==> config.mk <==
export PLATFORM = sky130hd
export DESIGN_NAME = uart_rx_lite
export DESIGN_NICKNAME = d
export VERILOG_FILES = /design/src/rtl/uart_rx_lite.sv
export SDC_FILE = /design/constraint.sdc
export NUM_CORES = 1
export LEC_CHECK = 0
export ABC_AREA = 0
export CAP_MARGIN = 30
export CELL_PAD_IN_SITES_DETAIL_PLACEMENT = 0
export CELL_PAD_IN_SITES_GLOBAL_PLACEMENT = 1
export CORE_ASPECT_RATIO = 2
export CORE_MARGIN = 1.5
export CORE_UTILIZATION = 33
export DETAILED_ROUTE_END_ITERATION = 6
export PLACE_DENSITY = 0.7
export SLEW_MARGIN = 20
export SYNTH_ARGS = -nofsm -noshare
export SYNTH_HDL_FRONTEND = slang
export SYNTH_SLANG_ARGS = --single-unit
export TNS_END_PERCENT = 1
==> constraint.sdc <==
create_clock -name clk -period 3 [get_ports clk]
set_clock_uncertainty 0.1 [all_clocks]
set_input_delay 0.9 -clock clk [delete_from_list [all_inputs] [get_ports clk]]
set_output_delay 0.9 -clock clk [all_outputs]
set_load 0.005 [all_outputs]
==> src/rtl/uart_rx_lite.sv <==
// 8N1 serial receiver: 2-flop synchronizer, mid-bit sampling FSM, one-cycle valid
// strobe, sticky stop-bit error flag and optional line inversion.
module uart_rx_lite #(
  parameter int CLKS_PER_BIT = 16,
  parameter bit INVERT       = 1'b0
) (
  input  logic       clk,
  input  logic       rst,
  input  logic       rx_in,
  output logic [7:0] data_out,
  output logic       valid,
  output logic       frame_err,
  output logic       busy
);

  localparam int CW = $clog2(CLKS_PER_BIT);
  localparam logic [CW-1:0] HALF_LAST = CW'(CLKS_PER_BIT / 2 - 1);
  localparam logic [CW-1:0] BIT_LAST  = CW'(CLKS_PER_BIT - 1);
  localparam logic          IDLE_LVL  = 1'b1 ^ INVERT;

  typedef enum logic [2:0] {
    S_IDLE,
    S_START,
    S_DATA,
    S_STOP,
    S_BREAK
  } state_t;

  state_t        state, state_n;
  logic [CW-1:0] cnt, cnt_n;
  logic [2:0]    bit_cnt, bit_n;
  logic [7:0]    shift, shift_n;
  logic [7:0]    data_n;
  logic          valid_n, err_n;
  logic          sync1, sync2, line;

  always_ff @(posedge clk) begin
    if (rst) begin
      sync1 <= IDLE_LVL;
      sync2 <= IDLE_LVL;
    end else begin
      sync1 <= rx_in;
      sync2 <= sync1;
    end
  end

  assign line = sync2 ^ INVERT;
  assign busy = (state != S_IDLE);

  always_ff @(posedge clk) begin
    if (rst) begin
      state     <= S_IDLE;
      cnt       <= '0;
      bit_cnt   <= '0;
      shift     <= '0;
      data_out  <= '0;
      valid     <= 1'b0;
      frame_err <= 1'b0;
    end else begin
      state     <= state_n;
      cnt       <= cnt_n;
      bit_cnt   <= bit_n;
      shift     <= shift_n;
      data_out  <= data_n;
      valid     <= valid_n;
      frame_err <= err_n;
    end
  end

  always_comb begin
    state_n = state;
    cnt_n   = cnt + CW'(1);
    bit_n   = bit_cnt;
    shift_n = shift;
    data_n  = data_out;
    valid_n = 1'b0;
    err_n   = frame_err;
    case (state)
      S_IDLE: begin
        cnt_n = '0;
        if (!line) state_n = S_START;
      end
      S_START: begin
        // Half a bit in: a start bit that has gone high again was only a glitch.
        if (cnt == HALF_LAST) begin
          cnt_n = '0;
          if (!line) begin
            state_n = S_DATA;
            bit_n   = '0;
          end else begin
            state_n = S_IDLE;
          end
        end
      end
      S_DATA: begin
        if (cnt == BIT_LAST) begin
          cnt_n            = '0;
          shift_n[bit_cnt] = line;
          bit_n            = bit_cnt + 3'd1;
          if (bit_cnt == 3'd7) state_n = S_STOP;
        end
      end
      S_STOP: begin
        if (cnt == BIT_LAST) begin
          cnt_n = '0;
          if (line) begin
            data_n  = shift;
            valid_n = 1'b1;
            err_n   = 1'b0;
            state_n = S_IDLE;
          end else begin
            err_n   = 1'b1;
            state_n = S_BREAK;
          end
        end
      end
      S_BREAK: begin
        cnt_n = '0;
        if (line) state_n = S_IDLE;
      end
      default: state_n = S_IDLE;
    endcase
  end

endmodule
==> flow_summary.json, run 1 <==
{
  "outcome": "finished, final reports clean",
  "slew_viol_final": 0,
  "critPathTopFamily": "flip-flops",
  "fmax_mhz": 384,
  "netlist_area_sq_mm": 0.00152,
  "vias_per_cell": 5.34,
  "cts_resized": 0,
  "area_growth_syn_to_layout_pct": 15.3,
  "syn_inst": 156,
  "ys.flop_type": "dfxtp_1",
  "clock-sinks": 30,
  "design.die.area_sq_mm": 0.00506,
  "most-common-layout-cells": "30 x dfxtp_1, 13 x clkdlybuf4s50_1, 12 x nand2b_1",
  "final_common_cell": "dfxtp_1",
  "cp_slowest_cell": "dfxtp_1",
  "dpl.hpwl_microns": 2540,
  "dr.pass1.iters": 4,
  "required_ps": 2000,
  "setup_tns_ps": 0,
  "syn_nets": 162,
  "place_area_sq_mm": 0.00166,
  "nFillCells": 443,
  "drv_cap": 0,
  "met1_usage_pct": 17.2,
  "start_kind": "register",
  "netlist-cell-type-count": 44,
  "setup_viol": 0,
  "synth.largest_area_cell": "dfxtp_1",
  "finalHoldViolations": 0,
  "final_area_sq_mm": 0.00176,
  "detail_route.iter0.violations": 20,
  "wire_per_inst_microns": 16.1,
  "avgSynthCellArea_sq_um": 9.76,
  "cp_max_fo": 10,
  "cts_tree": "done",
  "ys_top_cells_by_area": "dfxtp_1 39%, mux2i_1 5.9%, nand2b_1 4.9%",
  "synth-async-reset-ratio_pct": 0,
  "crit_type": "register to output port",
  "postCtsHoldBufs": 0,
  "rsz0062_at_grt": "false",
  "dieHeight_microns": 99.1,
  "antenna_cells": 0,
  "fp.dieW_microns": 51.0,
  "antenna_left": 0,
  "powerDensity_mw_per_mm2": 444,
  "grt_most_used_layer": "met2",
  "met2_usage_pct": 26.7,
  "final_nets": 170,
  "fin_crit_ps": 2600,
  "ir_drop_uv": 319,
  "p_leak_nw": 0.553,
  "critPathBufInv": 1,
  "drive_above_1_share_pct": 17.0,
  "pin_count": 14,
  "finalCritPeriodShare_pct": 86.8,
  "hp-class": "register to register",
  "clock_latency_ps": 280,
  "grt_pass1_wl_microns": 5970,
  "via_count": 1170,
  "worstPathCellList": "nor2_1, nand2_1, clkdlybuf4s50_1",
  "cts_buffers": 5,
  "grt_remaining_overflow": 0,
  "met3_usage_pct": 3.79,
  "clock_path_buffers": 2,
  "tightest_slew_ps": 675,
  "grt_usage_pct": 15.8,
  "grt_pass1_vias": 1226,
  "synth.ff_latch_count": 30,
  "synth-edff-count": 0,
  "path_clk_slew_ps": 70,
  "antenna_found_initial": 0,
  "place_congestion": 0.878,
  "worstSetupEndpointType": "output port",
  "cts_root_buffer": "clkbuf_8",
  "synth_top_area_share_pct": 39.4,
  "fp-row-count": 34,
  "io_buffers": 13,
  "yosysSeqAreaShare_pct": 39.4,
  "htreeDepth": 2,
  "cts_setup_buffers": 0,
  "max_slew_margin_pct": 54.9,
  "core-area_sq_mm": 0.00438,
  "whs_ps": 334,
  "ys_warn_count": 0,
  "wirelength_microns": 3530,
  "arrival_ps": 1600,
  "grt_max_degree": 19,
  "cp_slowest_stage_delay_ps": 550,
  "drc": 0,
  "initial_core_util_pct": 34.8
}
[metrics by stage]
stage / total power, W / setup WS (ps) / util, % / instances
floorplan: 0.000434 / 1260 / - / 156
global placement: 0.000445 / 683 / 37.9 / 211
detailed placement: 0.000446 / 620 / 37.9 / 211
CTS: 0.000793 / 373 / 40.1 / 219
global route: 0.000813 / 328 / 40.1 / 219
finish: 0.000779 / 397 / 40.1 / 219
[path summary, 6_finish.rpt]
check                               from       end  slack, ps  cells past startpoint
worst max-delay path            state[2]      busy        400                      3
worst min-delay path               sync1      line        330                      1
worst max register to register    cnt[0]  shift[5]       1120                      4
worst min register to register     sync1      line        330                      1
[cells in the mapped netlist (all sizes together) (2+ instances only)]
master,number
o31ai,9
nand3,2
nand3b,3
buf,9
mux2i,9
a211oi,2
clkbuf,7
dfxtp,30
nand2,5
ha,3
a21oi,11
nand4,9
nor3,4
nand4b,4
o21ai,2
nor4b,3
inv,4
nor4,7
or2,3
nor2b,2
nor2,4
nand2b,12
[power breakdown]
part | internal [W] | total, W | switching, W
clock | 0.000184 | 0.000342 | 0.000158
combinational | 0.0000141 | 0.0000335 | 0.0000194
sequential | 0.000401 | 0.000404 | 0.00000291
total | 0.000599 | 0.000779 | 0.000180
[layout make-up]
cell class,count,area [sq um],share of cell area (%)
clock buffers,6,82.6,4.70
flip-flops and latches,30,601,34.2
well taps,54,67.6,3.85
inverters,4,15.0,0.855
multi-input cells,106,817,46.5
repair buffers,17,160,9.12
clock inverters,2,12.5,0.713
[routing by layer]
metal,part of all wire [%],up-vias,routed length (microns)
met5,0,-,0
met4,4.4,0,157
met3,3.1,11,110
met2,53,21,1860
met1,40,545,1400
li1,-,593,-
[cells by family after synthesis]
kind of cell | Yosys count | share of synthesized area, %
xor gates and xnor gates | 1 | 0.575
DFF | 30 | 39.4
muxes | 9 | 5.92
buffers and inverters | 20 | 6.90
and+or+nand+nor | 63 | 31.1
AOI/OAI and AO/OA | 30 | 13.6
adders and majority gates | 3 | 2.47
[sequential cells by signal, summed over array words and instances (netlist names)]
signal,count
sync1,1
shift,8
frame_err,1
line,1
data_out,8
state,3
bit_cnt,3
cnt,4
valid,1
Power figures use the tool's default switching activity.
==> inputs of run 2 (changes only) <==
clock period = 2.7 ns   (was 3 ns; I/O delays follow)
==> run 2 against run 1 <==
Combinational power increased by 10%. Via count increased by 4.4%. Highest routed layer unchanged. Hold slack got worse by 11 ps. Critical path depth unchanged. Wire length increased by 3.5%. Global-route usage increased by 0.85 points. Register-to-register slack got worse by 300 ps. Non-clock buffer count increased by 2.
==> flow_summary.json, run 2 (synthesis results as in run 1) <==
{
  "tightest_slew_ps": 625,
  "design.die.area_sq_mm": 0.00506,
  "p_seq_share_pct": 51.5,
  "htreeDepth": 2,
  "dpl.hpwl_microns": 2660,
  "cts_resized": 0,
  "fin_util_pct": 40.4,
  "sw_frac_of_total_pct": 23.6,
  "dr.pass1.iters": 4,
  "final_nets": 172,
  "cp_max_fo": 4,
  "worstSetupEndpointType": "output port",
  "arrival_ps": 1450,
  "reg.largest.list": "data_out x8, shift x8, cnt x4",
  "initial_core_util_pct": 34.8,
  "required_ps": 1790,
  "clock-sinks": 30,
  "pin_count": 14,
  "most-common-layout-cells": "30 x dfxtp_1, 13 x clkdlybuf4s50_1, 12 x nand2b_1",
  "final_common_cell": "dfxtp_1",
  "fp.dieW_microns": 51.0,
  "max_slew_margin_pct": 58.2,
  "crit_type": "register to output port",
  "fin_crit_ps": 2360,
  "finalCritPeriodShare_pct": 87.5,
  "start_kind": "register",
  "preCtsSetupSlack_ps": 415,
  "fp-row-count": 34,
  "power_w": 0.000871,
  "setup_tns_ps": 0,
  "via_count": 1222,
  "fmax_mhz": 423,
  "p_leak_nw": 0.562,
  "core-area_sq_mm": 0.00438,
  "vias_per_cell": 5.53,
  "fin_cells": 221,
  "netSwitchingPower_w": 0.000206,
  "clock_latency_ps": 290,
  "drive_above_1_share_pct": 18.0,
  "grt_max_degree": 19,
  "postCtsHoldBufs": 0,
  "clock_path_buffers": 2,
  "powerDensity_mw_per_mm2": 492,
  "grt_remaining_overflow": 0,
  "slew_viol_final": 0,
  "place_inst": 213,
  "hp-class": "register to register",
  "area_growth_syn_to_layout_pct": 16.3,
  "setup_viol": 0,
  "min_path_cells": 1,
  "antenna_found_initial": 0,
  "dieHeight_microns": 99.1,
  "grt_pass1_wl_microns": 6200,
  "setup_slack_ps": 337,
  "cts_root_buffer": "clkbuf_8",
  "rsz0062_at_grt": "false",
  "grt_pass1_vias": 1265,
  "clkPwrFrac_pct": 44.3,
  "antenna_left": 0,
  "cts_tree": "done",
  "cts_setup_buffers": 0,
  "detail_route.iter0.violations": 32,
  "ir_drop_uv": 251,
  "finalHoldViolations": 0,
  "grt_usage_pct": 16.6,
  "io_buffers": 13,
  "drv_cap": 0,
  "outcome": "finished, final reports clean",
  "wire_per_inst_microns": 16.6,
  "drc": 0,
  "nFillCells": 446,
  "wirelength_microns": 3660,
  "path_clk_slew_ps": 60,
  "antenna_cells": 0,
  "combPwrFrac_pct": 4.3,
  "r2r.worst_path.cells": 4,
  "place_congestion": 0.873,
  "cts_buffers": 5,
  "intPower_w": 0.000665
}
==> run 2: changes by cell type in the layout (fill, tap and decap cells not counted) <==
cell / delta
buf_4: +2
==> run 2: cell type report <==
type / count / area (sq um) / area share (%)
timing repair buffer: 19 / 175 / 9.89
inverter: 4 / 15.0 / 0.848
tap: 54 / 67.6 / 3.82
clock buffer: 6 / 82.6 / 4.66
clock inverter: 2 / 12.5 / 0.707
sequential: 30 / 601 / 33.9
multi-input combinational: 106 / 817 / 46.1
==> run 2: path summary, 6_finish.rpt <==
kind | from | to | slack (ps)
max | state[2] | busy | 340
min | sync1 | line | 320
max reg2reg | cnt[0] | shift[5] | 820
min reg2reg | sync1 | line | 320
==> run 2: routing by layer <==
metal / global-route usage (%) / up-vias / part of all wire [%]
li1: - / 597 / -
met1: 17.3 / 593 / 38
met2: 29.3 / 22 / 56
met3: 3.64 / 10 / 2.5
met4: 9.56 / 0 / 3.4
met5: 0 / - / 0
==> run 2: metrics by stage <==
step                hold WS [ps]  cell area, sq um
floorplan                    289              1520
CTS                          323              1770
global placement             303              1680
finish                       322              1770
detailed placement           305              1680
global route                 333              1770
==> run 2: power by group through the flow <==
| stage | clock, W | sequential [W] | combinational [W] |
|---|---|---|---|
| final | 0.000386 | 0.000448 | 0.0000370 |
| after global routing | 0.000414 | 0.000448 | 0.0000407 |
| after CTS | 0.000394 | 0.000448 | 0.0000372 |
| after detailed placement | 0 | 0.000458 | 0.0000371 |
| after global placement | 0 | 0.000458 | 0.0000358 |
| after floorplan | 0 | 0.000457 | 0.0000254 |
==> run 2: worst max-delay path, cell delays in order (launching register included) <==
cell and delay [ps]:
dfxtp_1 330, nor2_1 290, nand2_1 100, clkdlybuf4s50_1 450
